File: config.mk
export PLATFORM = sky130hd
export DESIGN_NAME = systolic_row_drain
export DESIGN_NICKNAME = d
export VERILOG_FILES = /design/src/rtl/systolic_row_drain.sv
export SDC_FILE = /design/constraint.sdc
export NUM_CORES = 1
export LEC_CHECK = 0
export CORE_ASPECT_RATIO = 1.25
export CORE_MARGIN = 1
export CORE_UTILIZATION = 40
export CTS_BUF_LIST = sky130_fd_sc_hd__clkbuf_4 sky130_fd_sc_hd__clkbuf_8
export CTS_CLUSTER_SIZE = 30
export DETAILED_ROUTE_END_ITERATION = 16
export GPL_TIMING_DRIVEN = 0
export HOLD_SLACK_MARGIN = 0.08
export PLACE_DENSITY_LB_ADDON = 0.2
export RECOVER_POWER = 100
export SLEW_MARGIN = 10
export SYNTH_ARGS = -nofsm -noshare
export SYNTH_HDL_FRONTEND = slang
export SYNTH_SLANG_ARGS = --single-unit
File: constraint.sdc
create_clock -name clk -period 20.3 [get_ports clk]
set_input_delay 3.045 -clock clk [delete_from_list [all_inputs] [get_ports clk]]
set_output_delay 3.045 -clock clk [all_outputs]
set_load 0.005 [all_outputs]
File: src/rtl/systolic_row_drain.sv
`default_nettype none
// ============================================================================
// Module   : systolic_row_drain
// Purpose  : Output collector behind the systolic multiply array. Captures one
//            result row per cycle into a small first-word-fall-through FIFO,
//            tags each row with its index in the tile and a last flag, and
//            hands rows to the memory writer over valid/ready. The array
//            cannot stall, so rows arriving to a full FIFO are dropped and a
//            sticky overflow flag is raised.
// Ports    : clk, srst (sync, active-high)
//            start            - one-cycle pulse opening a tile
//            in_valid/in_row  - result row from the array (word j at j*DW)
//            modulus          - reduction modulus (MOD_REDUCE_EN builds only)
//            out_valid/out_ready/out_row/out_row_idx/out_last - head row
//            busy, done, overflow - status
// Config   : MOD_REDUCE_EN - when defined, each word w is stored as
//            (w >= modulus) ? w - modulus : w.
// Revision : 1.0 - initial release
// ============================================================================
module systolic_row_drain #(
    parameter int ARRAY_ROWS    = 10,
    parameter int ARRAY_COLUMNS = 10,
    parameter int DATA_WIDTH    = 32,
    parameter int FIFO_DEPTH    = 4
) (
    input  logic                                clk,
    input  logic                                srst,
    input  logic                                start,
    input  logic                                in_valid,
    input  logic [ARRAY_COLUMNS*DATA_WIDTH-1:0] in_row,
    input  logic [DATA_WIDTH-1:0]               modulus,
    output logic                                out_valid,
    input  logic                                out_ready,
    output logic [ARRAY_COLUMNS*DATA_WIDTH-1:0] out_row,
    output logic [$clog2(ARRAY_ROWS)-1:0]       out_row_idx,
    output logic                                out_last,
    output logic                                busy,
    output logic                                done,
    output logic                                overflow
);

    localparam int c_ROW_W = ARRAY_COLUMNS * DATA_WIDTH;
    localparam int c_IDX_W = $clog2(ARRAY_ROWS);
    localparam int c_AW    = $clog2(FIFO_DEPTH);
    localparam logic [c_IDX_W-1:0] c_LAST_IDX = c_IDX_W'(ARRAY_ROWS - 1);

    typedef enum logic [1:0] {
        S_IDLE    = 2'd0,
        S_COLLECT = 2'd1,
        S_DRAIN   = 2'd2
    } state_t;

    state_t               r_state;
    state_t               w_state_nxt;
    logic [c_IDX_W-1:0]   r_in_count;
    logic                 r_overflow;
    logic                 r_done;

    // Pointers carry one extra wrap bit: equal => empty, MSB differs with
    // equal low bits => full.
    logic [c_AW:0]        r_wr_ptr;
    logic [c_AW:0]        r_rd_ptr;
    logic [c_ROW_W-1:0]   r_mem_row [FIFO_DEPTH];
    logic [c_IDX_W-1:0]   r_mem_idx [FIFO_DEPTH];

    logic                 w_empty;
    logic                 w_full;
    logic                 w_push;
    logic                 w_pop;
    logic                 w_wr_en;
    logic                 w_drop;
    logic                 w_start_tile;
    logic                 w_finish;
    logic                 w_head_last;
    logic [c_ROW_W-1:0]   w_row_wr;
    logic [c_ROW_W-1:0]   w_head_row;
    logic [c_IDX_W-1:0]   w_head_idx;

    // ------------------------------------------------------------------
    // Write-path word conditioning
    // ------------------------------------------------------------------
`ifdef MOD_REDUCE_EN
    for (genvar j = 0; j < ARRAY_COLUMNS; j++) begin : g_mod_reduce
        logic [DATA_WIDTH-1:0] w_word;
        assign w_word = in_row[j*DATA_WIDTH +: DATA_WIDTH];
        assign w_row_wr[j*DATA_WIDTH +: DATA_WIDTH] =
            (w_word >= modulus) ? (w_word - modulus) : w_word;
    end
`else
    logic w_unused_modulus;
    assign w_unused_modulus = ^modulus;
    assign w_row_wr         = in_row;
`endif

    // ------------------------------------------------------------------
    // FIFO status and handshake
    // ------------------------------------------------------------------
    assign w_empty = (r_wr_ptr == r_rd_ptr);
    assign w_full  = (r_wr_ptr[c_AW] != r_rd_ptr[c_AW]) &&
                     (r_wr_ptr[c_AW-1:0] == r_rd_ptr[c_AW-1:0]);

    assign w_head_row  = r_mem_row[r_rd_ptr[c_AW-1:0]];
    assign w_head_idx  = r_mem_idx[r_rd_ptr[c_AW-1:0]];
    assign w_head_last = (w_head_idx == c_LAST_IDX);

    assign out_valid   = ~w_empty;
    assign w_pop       = out_valid & out_ready;

    // A pop in the same cycle frees the slot, so a full FIFO still accepts.
    assign w_wr_en     = w_push & (~w_full | w_pop);
    assign w_drop      = w_push & w_full & ~w_pop;

    assign out_row     = out_valid ? w_head_row : '0;
    assign out_row_idx = out_valid ? w_head_idx : '0;
    assign out_last    = out_valid & w_head_last;

    assign busy        = (r_state != S_IDLE);
    assign done        = r_done;
    assign overflow    = r_overflow;

    // ------------------------------------------------------------------
    // Tile sequencing FSM
    // ------------------------------------------------------------------
    always_ff @(posedge clk) begin
        if (srst) begin
            r_state <= S_IDLE;
        end else begin
            r_state <= w_state_nxt;
        end
    end

    always_comb begin
        w_state_nxt  = r_state;
        w_push       = 1'b0;
        w_start_tile = 1'b0;
        w_finish     = 1'b0;
        case (r_state)
            S_IDLE: begin
                if (start) begin
                    w_state_nxt  = S_COLLECT;
                    w_start_tile = 1'b1;
                end
            end
            S_COLLECT: begin
                if (in_valid) begin
                    w_push = 1'b1;
                    if (r_in_count == c_LAST_IDX) begin
                        w_state_nxt = S_DRAIN;
                    end
                end
            end
            S_DRAIN: begin
                // If the last row was dropped this never fires; only srst exits.
                if (w_pop && w_head_last) begin
                    w_state_nxt = S_IDLE;
                    w_finish    = 1'b1;
                end
            end
            default: w_state_nxt = S_IDLE;
        endcase
    end

    // ------------------------------------------------------------------
    // Counters, flags and pointers
    // ------------------------------------------------------------------
    always_ff @(posedge clk) begin
        if (srst) begin
            r_in_count <= '0;
            r_overflow <= 1'b0;
            r_done     <= 1'b0;
            r_wr_ptr   <= '0;
            r_rd_ptr   <= '0;
        end else begin
            r_done <= w_finish;
            if (w_start_tile) begin
                r_in_count <= '0;
                r_overflow <= 1'b0;
            end else begin
                // Dropped rows still count so the tile always terminates.
                if (w_push) begin
                    r_in_count <= r_in_count + 1'b1;
                end
                if (w_drop) begin
                    r_overflow <= 1'b1;
                end
            end
            if (w_wr_en) begin
                r_wr_ptr <= r_wr_ptr + 1'b1;
            end
            if (w_pop) begin
                r_rd_ptr <= r_rd_ptr + 1'b1;
            end
        end
    end

    // Storage needs no reset; the pointers define which entries are live.
    always_ff @(posedge clk) begin
        if (w_wr_en) begin
            r_mem_row[r_wr_ptr[c_AW-1:0]] <= w_row_wr;
            r_mem_idx[r_wr_ptr[c_AW-1:0]] <= r_in_count;
        end
    end

endmodule
`default_nettype wire

; Word level (Yosys, flattened, before mapping)
; Memories as Yosys holds them, arrays and structs flattened. A register that Yosys moved wholly into a read port is not among the register bits.
; Index checks and enable logic that the tools add are counted.
[classes]
n_mux = 18
reduce_logical = 7
bitwise = 10
eq_ne = 11
n_addsub = 3
[ops]
columns = op, count
row1 = 320-bit 2-to-1 mux, 1
row2 = 2-bit 2-to-1 mux, 8
row3 = "4-bit == test, second input constant", 2
row4 = "2-bit inequality test, second input constant", 4
row5 = 1-bit 2-to-1 mux, 7
row6 = "3-bit by 1-bit adder with 3-bit output, second input constant", 2
row7 = 2-bit case mux with 3 select lines, 1
row8 = 1-bit bitwise AND, 5
row9 = "4-bit by 1-bit adder with 4-bit output, second input constant", 1
row10 = 4-bit 2-to-1 mux, 1
row11 = 1-bit NOT, 4
row12 = 4-bit AND reduction, 1
row13 = 2-bit OR reduction, 2
row14 = 3-bit == test, 1
row15 = "2-bit by 1-bit == test with 1-bit output, second input constant", 1
row16 = 2-bit == test, 1
row17 = "2-bit == test, second input constant", 1
row18 = 1-bit logical AND, 2
row19 = 2-bit logical NOT, 1
row20 = 2-bit nonzero test, 1
row21 = 1-bit inequality test, 1
row22 = 1-bit OR, 1
[word_totals]
mem_bits_rw = 1296
output_inout_bits = 329
register_bits = 14
mem_count = 2
wordCells = 57
in_bits = 357
[memory_table]
columns = name, depth, word_bits, rd, rd_ports_with_merged_regs, wr, line_no
row1 = r_mem_row, 4, 320, 1, 1, 1, 63  ; logic [c_ROW_W-1:0] r_mem_row [FIFO_DEPTH];
row2 = r_mem_idx, 4, 4, 1, 1, 1, 64  ; logic [c_IDX_W-1:0] r_mem_idx [FIFO_DEPTH];

; Depth between registers and ports, before layout
; Gate-level depths: netlist (run 1).
[depth]
word_depth = 7
mapped_depth = 6
depth_no_buf = 5

; Worst setup path before layout (run 1)
; No wires, ideal clock.
[synth_path]
path_type = in2reg
start = in in_valid
end = mem r_mem_idx[3][0] (netlist bit), enable pin
path_stages = 4
path_buffers = 1
setup_slack_ps = 2394
required_time_ps = 19284
setup_time_ps = 1016
arrival_ps = 16889
path_cell_list = and3b_1 > buf_2 > o41ai_2 > nor2_1
[synth_via]
elab_chain_cells = 5
[synth_rtl]
columns = item, line_no
row1 = from (decl), 29  ; input logic in_valid,
row2 = 1-bit 2-to-1 mux, 145  ; if (in_valid) begin
row3 = 1-bit 2-to-1 mux, 137  ; case (r_state)
row4 = 1-bit bitwise AND, 110  ; assign w_wr_en = w_push & (~w_full | w_pop);
row5 = 1-bit 2-to-1 mux, 198  ; if (w_wr_en) begin
row6 = 1-bit 2-to-1 mux (not written as such), 200  ; r_mem_idx[r_wr_ptr[c_AW-1:0]] <= r_in_count;
row7 = to (decl), 64
; No other way between the ends.

; Worst setup path in the final report (run 1)
[layout_path]
start = in in_valid
end = mem r_mem_row[2][158] (netlist bit), enable pin
[layout_via]
elab_chain_cells = 5
[layout_rtl]
columns = item, line_no
row1 = 1-bit 2-to-1 mux, 145
row2 = 1-bit 2-to-1 mux, 137
row3 = 1-bit bitwise AND, 110
row4 = 1-bit 2-to-1 mux, 198
row5 = 1-bit 2-to-1 mux (not written as such), 199  ; r_mem_row[r_wr_ptr[c_AW-1:0]] <= w_row_wr;
row6 = to (decl), 63
; No other way between the ends.

==> results of run 1 <==
[layer usage]
metal	vias to the layer above	GRT usage [%]	part of all wire, %
li1	10700	-	-
met1	12500	21.2	37
met2	810	30.9	51
met3	305	6.67	8.1
met4	56	7.68	3.5
met5	-	0	0.30
[final cells by class]
class / count / area (um2) / share of cell area [%]
Inverter: 6 / 22.5 / 0.0363
Clock buffer: 258 / 3190 / 5.14
Antenna cell: 29 / 72.6 / 0.117
Clock inverter: 97 / 587 / 0.946
Buffer: 111 / 473 / 0.762
Timing Repair Buffer: 691 / 6680 / 10.8
Sequential cell: 1312 / 39200 / 63.3
Tap cell: 1606 / 2010 / 3.24
Multi-Input combinational cell: 715 / 9760 / 15.7
[through the flow]
stage               utilization [%]  setup TNS (ps)
finish                         50.4               0
global route                   50.4               0
CTS                            51.0               0
detailed placement             48.0               0
global placement               47.2        -3201920
floorplan                         -               0
[power groups by stage]
stage          clock network, W  logic [W]  registers, W
2_1_floorplan                 0   0.000322       0.00310
3_3_place_gp                  0   0.000720       0.00311
3_5_place_dp                  0   0.000733       0.00308
4_1_cts                 0.00214   0.000737       0.00303
5_1_grt                 0.00223   0.000738       0.00303
6_report                0.00206   0.000680       0.00303
[worst max-delay path, delay by kind of cell]
family	cells	cell delay, ps
AOI/OAI and AO/OA	1	310
buffers and inverters	5	7970
and+or+nand+nor	2	970
[state kept, by name, summed over array words and instances (netlist names), named ones only]
name and cells:
done 1, overflow 1, r_in_count 4, r_mem_idx 16, r_mem_row 1280, r_rd_ptr 3, r_state 2, r_wr_ptr 3
[cells in the mapped netlist, types with 6 or more instances]
cell type,count
and2_1,327
mux4_2,324
inv_1,6
dfxtp_1,16
xor2_1,6
nand2_1,9
edfxtp_1,1296
a21oi_1,7
buf_2,44
clkbuf_2,20
nor2_1,12
clkbuf_1,44
ha_1,7
[worst max path at each step]
stage / from / to / slack [ps] / cells past startpoint
final: in_valid / r_mem_row[2][158]$_DFFE_PP_ / 8310 / 8
after detailed placement: flop / out_row[82] / 14170 / 6
after floorplan: in_valid / r_mem_idx[3][0]$_DFFE_PP_ / 2390 / 4
after global placement: in_valid / r_mem_row[3][177]$_DFFE_PP_ / -9960 / 5
after CTS: flop / out_row[82] / 13120 / 6
after global routing: in_valid / r_mem_row[2][158]$_DFFE_PP_ / 7670 / 8
[placed cells by master (no fill, tap or decap), types with 2 or more instances in the layout]
cell,n
clkbuf_8,200
o21ai_0,3
clkinv_8,2
clkinvlp_4,9
clkinv_1,59
inv_6,2
bufinv_16,4
xnor2_1,2
inv_1,6
and2_1,108
dlygate4sd3_1,410
inv_12,2
nand2_1,9
buf_2,39
dfxtp_1,16
or3_1,3
a21oi_1,7
mux4_2,324
edfxtp_1,1296
and2_0,219
ha_1,7
nor2_1,12
clkbuf_1,109
diode_2,29
clkdlybuf4s50_1,243
and3_1,2
xor2_1,6
clkbuf_4,58
clkinv_2,19
[logic make-up after synthesis]
family                     count (synthesis)
muxes                                    324
AOI/OAI and AO/OA                         16
and+or+nand+nor                          360
DFF                                     1312
xor gates and xnor gates                   8
buffers and inverters                    117
adders and majority gates                  7
==> implementation parameters, run 1 <==
Parameter                              Value

Floorplan
  Core area ... 123000 um2
  Height of the die ... 395 um
  X dimension of the die ... 317 um
  Full die area ... 125000 um2
  Ports placed on the boundary ... 686
  Standard-cell rows ... 144
  Starting density of the core ... 40.3%

Logic synthesis
  Fraction of the yosys area taken by sequential cells ... 79.2%
  Dominant synthesized flop cell ... edfxtp_1
  Largest family of logic cells by synthesized area ... multiplexers
  Portion of netlist area occupied by mux cells ... 14.7%
  Area of the mapped netlist ... 49500 um2
  Post-synth top area share ... 78.5%
  Cell count after synthesis ... 2144
  Mapped Avg Cell Area ... 23.1 um2
  Post-synthesis cell type with the largest combined area ... edfxtp_1
  Seq cells post-synth ... 1312
  Adder-cell area share of the yosys netlist ... 0.177%
  Xor-xnor portion of the synthesized cell area ... 0.141%
  Net count after synthesis ... 2508
  Count of synthesis-stage warnings from yosys ... 0
  Post-synthesis compound-gate area fraction ... 0.220%
  Top area cells in the synthesized netlist ... edfxtp_1 79%, mux4_2 15%, and2_1 4.1%, dfxtp_1 0.65%, buf_2 0.44%
  Distinct cells, synth ... 32
  Fraction of registers with async set/reset ... 0%
  Number of flops mapped to enable cells by yosys ... 1296
  Simple-gate area share of the yosys netlist ... 4.46%

STA
  Final Critical Period ... 11990 ps
  Fin Hold WS ... 470 ps
  Slew Limit Headroom ... -120%
  Maximum achievable frequency ... 83.4 MHz
  Clock tree skew after final layout ... 29.9 ps
  Endpoints failing hold ... 0
  Final setup slack of the worst path ... 8310 ps
  RSZ-0062 raised after global routing ... false
  Count of endpoints failing setup in the final report ... 0
  Worst slew pin tran ... 3300 ps
  Final Cycle Share ... 59.1%
  Number of pins exceeding their max-slew limit in the final report ... 1108

Placement
  Count of buffers from port buffering ... 653
  Final GP Congestion ... 0.733
  Post-DP Area ... 59000 um2
  Post-Place Setup Slack ... 14170 ps
  Inst Count DP ... 4441
  Final HPWL from detailed placement ... 77400 um

Clocking
  Clock tree from TritonCTS ... yes
  Maximum count of clock buffers along a single path ... 3
  Quantity of hold-fixing buffers added after cts ... 0
  Sink Count ... 1312
  Cell chosen for the clock root ... clkbuf_8
  Resize count post-CTS ... 0
  Post-CTS repair timing setup buffer count ... 0
  Insertion delay of the later-clocked pin in the worst-skew pair ... 880 ps
  Clock input transition at the sequential cells of the worst setup and hold paths ... 60 ps
  Number of buffers added by the clock tree synthesis step ... 197
  H-Tree Depth ... 4

Layout
  Ratio of cells with drive above 1 in the final layout ... 20.7%
  Fill count ... 9894
  Design area ... 62000 um2
  Layout Area Growth over Synthesis ... 25.2%
  Final net count ... 3398
  Final standard cell count with taps included and fillers excluded ... 4825

Setup path
  Data required time of the critical path ... 20710 ps
  End of the worst register-to-register path ... r_mem_row[2][158]$_DFFE_PP_
  Worst setup slack for register-to-register paths ... 10640 ps
  Nature of the critical path endpoint ... flop
  Arrival time of data at the critical path endpoint ... 12400 ps
  CP Launch Type ... input port
  Critical Path Most Common Cell ... clkbuf_1
  RR Startpoint ... r_state[0]$_SDFFE_PP0P_
  Number of cell instances on the worst register-to-register path ... 7
  Cell with the biggest individual delay on the critical path ... clkbuf_1
  Largest fanout of any net on the critical path ... 49
  CP cell instances ... dlygate4sd3_1 > and3b_1 > clkbuf_1 > o41a_1 > and2_0 > clkbuf_1 > clkbuf_1 > clkbuf_1
  Max incr delay on CP ... 2420 ps
  Startpoint-to-endpoint class of the critical path ... input port to flop

Run status
  Failing checks ... capacitance limit, slew limit
  Outcome ... finished, violations left

Pwr
  Clock group share of total power ... 35.7%
  Total power divided by cell area ... 93.1 nW/um2
  Switching power ... 0.00131 W
  Max VDD drop ... 0.0623 mV
  Fraction of power spent switching nets ... 22.7%
  Combinational share of power ... 11.8%
  Proportion of power drawn by flip-flops and latches ... 52.5%
  Internal power ... 0.00447 W
  Total Power Consumption ... 0.00578 W
  Leak Pwr ... 19.5 nW

Flow run
  Max Cap Viol ... 28

Drt
  Violation count after the first detailed-routing iteration ... 1422
  Total length of routed wires ... 116000 um
  DR vias/cell ... 5.03
  Number of iterations in the first detailed-routing pass ... 5
  Via total after detailed routing ... 24300
  Post-DR wirelength/cell ... 23.9 um
  Number of remaining DRC errors ... 0
  Post-detailed-route count of antenna-violating nets ... 0

Min path
  Number of instances on the worst hold path ... 2
  Worst hold path endpoint ... overflow$_SDFFE_PP0P_
  Hold Crit Class ... flop to flop
  Worst min-delay path startpoint ... overflow$_SDFFE_PP0P_

Global routing
  Number of antenna violations at the first check in global routing ... 90
  Vias in the first global route ... 26400
  All-layer global routing usage ... 18.4%
  Global-route congestion overflow total ... 0
  Wire length of the first global-routing pass ... 168000 um
  Largest net degree at the start of global routing ... 52
(Power assumes the default switching activity.)
==> run 2, diff against run 1 <==
Clock period 20.3 ns to 9.95 ns, I/O delays scaled along.
==> implementation parameters, run 2 (synthesis results as in run 1) <==
Parameter                              Value

STA
  RSZ-0062 raised after global routing ... false
  Final Critical Period ... 7100 ps
  Final setup slack of the worst path ... 2850 ps (-5460 ps)
  Final setup TNS ... 0 ps (unchanged)
  Count of endpoints failing setup in the final report ... 0 (unchanged)
  Maximum achievable frequency ... 141 MHz
  Clock tree skew after final layout ... 34.6 ps (+4.77 ps)
  Slew Limit Headroom ... -116% (+4.4 points)
  Number of pins exceeding their max-slew limit in the final report ... 377 (-66%)
  Final Cycle Share ... 71.4%
  Endpoints failing hold ... 0 (unchanged)
  Worst slew pin tran ... 3240 ps (-65.5 ps)

Drt
  Via total after detailed routing ... 24500 (+0.79%)
  Total length of routed wires ... 117000 um (+1.0%)
  DR vias/cell ... 5.06 (+0.54%)
  Post-DR wirelength/cell ... 24.1 um (+0.76%)
  Number of iterations in the first detailed-routing pass ... 5 (unchanged)
  Number of remaining DRC errors ... 0 (unchanged)
  Post-detailed-route count of antenna-violating nets ... 0 (unchanged)
  Violation count after the first detailed-routing iteration ... 1407 (-1.1%)

Placement
  Post-DP Area ... 59000 um2 (about the same)
  Final HPWL from detailed placement ... 79000 um (+2.0%)
  Count of buffers from port buffering ... 653 (unchanged)
  Final GP Congestion ... 0.753 (+2.7%)
  Post-Place Setup Slack ... 5210 ps (-8960 ps)

Floorplan
  X dimension of the die ... 317 um (unchanged)
  Height of the die ... 395 um (unchanged)
  Ports placed on the boundary ... 686 (unchanged)
  Core area ... 123000 um2 (unchanged)
  Full die area ... 125000 um2 (unchanged)
  Starting density of the core ... 40.3% (unchanged)
  Standard-cell rows ... 144 (unchanged)

Layout
  Most common cell after layout, fill and taps aside ... edfxtp_1
  Fill count ... 9917 (+0.23%)
  Design area ... 62700 um2 (+1.0%)
  Ratio of cells with drive above 1 in the final layout ... 21.8% (+1.1 points)
  Final net count ... 3403 (+0.15%)
  Layout Area Growth over Synthesis ... 26.5%
  Most frequent cells in the layout ... 1296 x edfxtp_1, 423 x dlygate4sd3_1, 324 x mux4_2
  Largest register FFs ... 1280 (unchanged)

Setup path
  Nature of the critical path endpoint ... flop
  Number of cell instances on the worst register-to-register path ... 7 (unchanged)
  Largest fanout of any net on the critical path ... 49 (unchanged)
  Startpoint-to-endpoint class of the critical path ... input port to flop
  CP Launch Type ... input port
  Arrival time of data at the critical path endpoint ... 7620 ps (-4780 ps)
  End of the worst register-to-register path ... r_mem_row[2][191]$_DFFE_PP_
  Data required time of the critical path ... 10460 ps (-10250 ps)
  RR Startpoint ... r_state[1]$_SDFFE_PP0P_
  Worst setup slack for register-to-register paths ... 3640 ps (-7000 ps)

Global routing
  Vias in the first global route ... 26400 (-0.091%)
  Largest net degree at the start of global routing ... 51 (-1.9%)
  Global-route congestion overflow total ... 0 (unchanged)
  Wire length of the first global-routing pass ... 169000 um (+0.71%)
  Number of antenna violations at the first check in global routing ... 87 (-3.3%)
  All-layer global routing usage ... 18.6% (+0.19 points)

Pwr
  Max VDD drop ... 0.140 mV (+120%)
  Total Power Consumption ... 0.0119 W (+110%)
  Total power divided by cell area ... 190 nW/um2 (+100%)
  Leak Pwr ... 19.9 nW (+1.8%)

Clocking
  Sink Count ... 1312 (unchanged)
  Quantity of hold-fixing buffers added after cts ... 0 (unchanged)
  Resize count post-CTS ... 0 (unchanged)
  Insertion delay of the later-clocked pin in the worst-skew pair ... 880 ps (about the same)
  Clock input transition at the sequential cells of the worst setup and hold paths ... 70 ps (about the same)
  Clock tree from TritonCTS ... yes
  Cell chosen for the clock root ... clkbuf_8
  Post-CTS repair timing setup buffer count ... 0 (unchanged)
  H-Tree Depth ... 4 (unchanged)
  Maximum count of clock buffers along a single path ... 3 (unchanged)
  Number of buffers added by the clock tree synthesis step ... 200 (+1.5%)

Run status
  Failing checks ... capacitance limit, slew limit
  Outcome ... finished, violations left

Flow run
  Max Cap Viol ... 13 (-54%)

Min path
  Worst hold path endpoint ... overflow$_SDFFE_PP0P_
  Worst min-delay path startpoint ... overflow$_SDFFE_PP0P_
  Number of instances on the worst hold path ... 2 (unchanged)
  Hold Crit Class ... flop to flop
## run 2: cell count changes in the layout (fill, tap and decap cells not counted), sizes merged, moves of 2 or more
| cell | change |
|---|---|
| dlygate4sd3 | +13 |
| clkdlybuf4s50 | -13 |
| clkbuf | -2 |
| diode | -5 |
| buf | +24 |
| clkinv | -5 |
## run 2: metrics by stage
stage          cells  hold slack (ps)  utilization (%)
3_3_place_gp    4403              460             47.2
3_5_place_dp    4443              457             48.0
4_1_cts         4813              475             51.2
2_1_floorplan   2144              460                -
5_1_grt         4827              491             50.9
6_report        4837              475             50.9
## run 2: critical path, cell delays in order
cell	delay, ps
dlygate4sd3_1	560
and3b_1	170
clkbuf_1	310
o41a_1	290
and2_0	1680
clkbuf_1	2380
buf_16	290
buf_16	300
## run 2: final cells by class
type | instances | area [um2] | area share [%]
Buffer | 111 | 473 | 0.755
Inverter | 6 | 22.5 | 0.0359
Sequential cell | 1312 | 39200 | 62.6
Tap cell | 1606 | 2010 | 3.21
Antenna cell | 24 | 60.1 | 0.0958
Multi-Input combinational cell | 715 | 9760 | 15.6
Timing Repair Buffer | 693 | 7160 | 11.4
Clock buffer | 278 | 3370 | 5.38
Clock inverter | 92 | 587 | 0.936
## run 2: power breakdown
part | switching, W | total, W | internal (W)
clock | 0.00203 | 0.00436 | 0.00232
combinational | 0.000646 | 0.00140 | 0.000755
sequential | 0.0000185 | 0.00618 | 0.00616
total | 0.00270 | 0.0119 | 0.00924
## run 2: metal layers
| layer | routed length [um] | vias to the layer above | share of wire, % | global-route usage [%] |
|---|---|---|---|---|
| li1 | - | 10700 | - | - |
| met1 | 42300 | 12600 | 36 | 20.9 |
| met2 | 60100 | 806 | 52 | 31.8 |
| met3 | 9680 | 321 | 8.3 | 6.75 |
| met4 | 4200 | 66 | 3.6 | 7.65 |
| met5 | 415 | - | 0.36 | 0 |
## run 2: worst max-delay path by stage
| stage | startpoint | slack [ps] | depth (start not counted) | endpoint |
|---|---|---|---|---|
| floorplan | in_valid | 2770 | 4 | r_mem_idx[3][0]$_DFFE_PP_ |
| global placement | in_valid | -1980 | 5 | r_mem_row[3][177]$_DFFE_PP_ |
| detailed placement | in_valid | 5210 | 9 | r_mem_row[1][169]$_DFFE_PP_ |
| CTS | r_wr_ptr[1]$_SDFFE_PP0N_ | 4410 | 7 | out_row[89] |
| global route | in_valid | 2460 | 8 | r_mem_row[2][191]$_DFFE_PP_ |
| finish | in_valid | 2850 | 8 | r_mem_row[2][191]$_DFFE_PP_ |
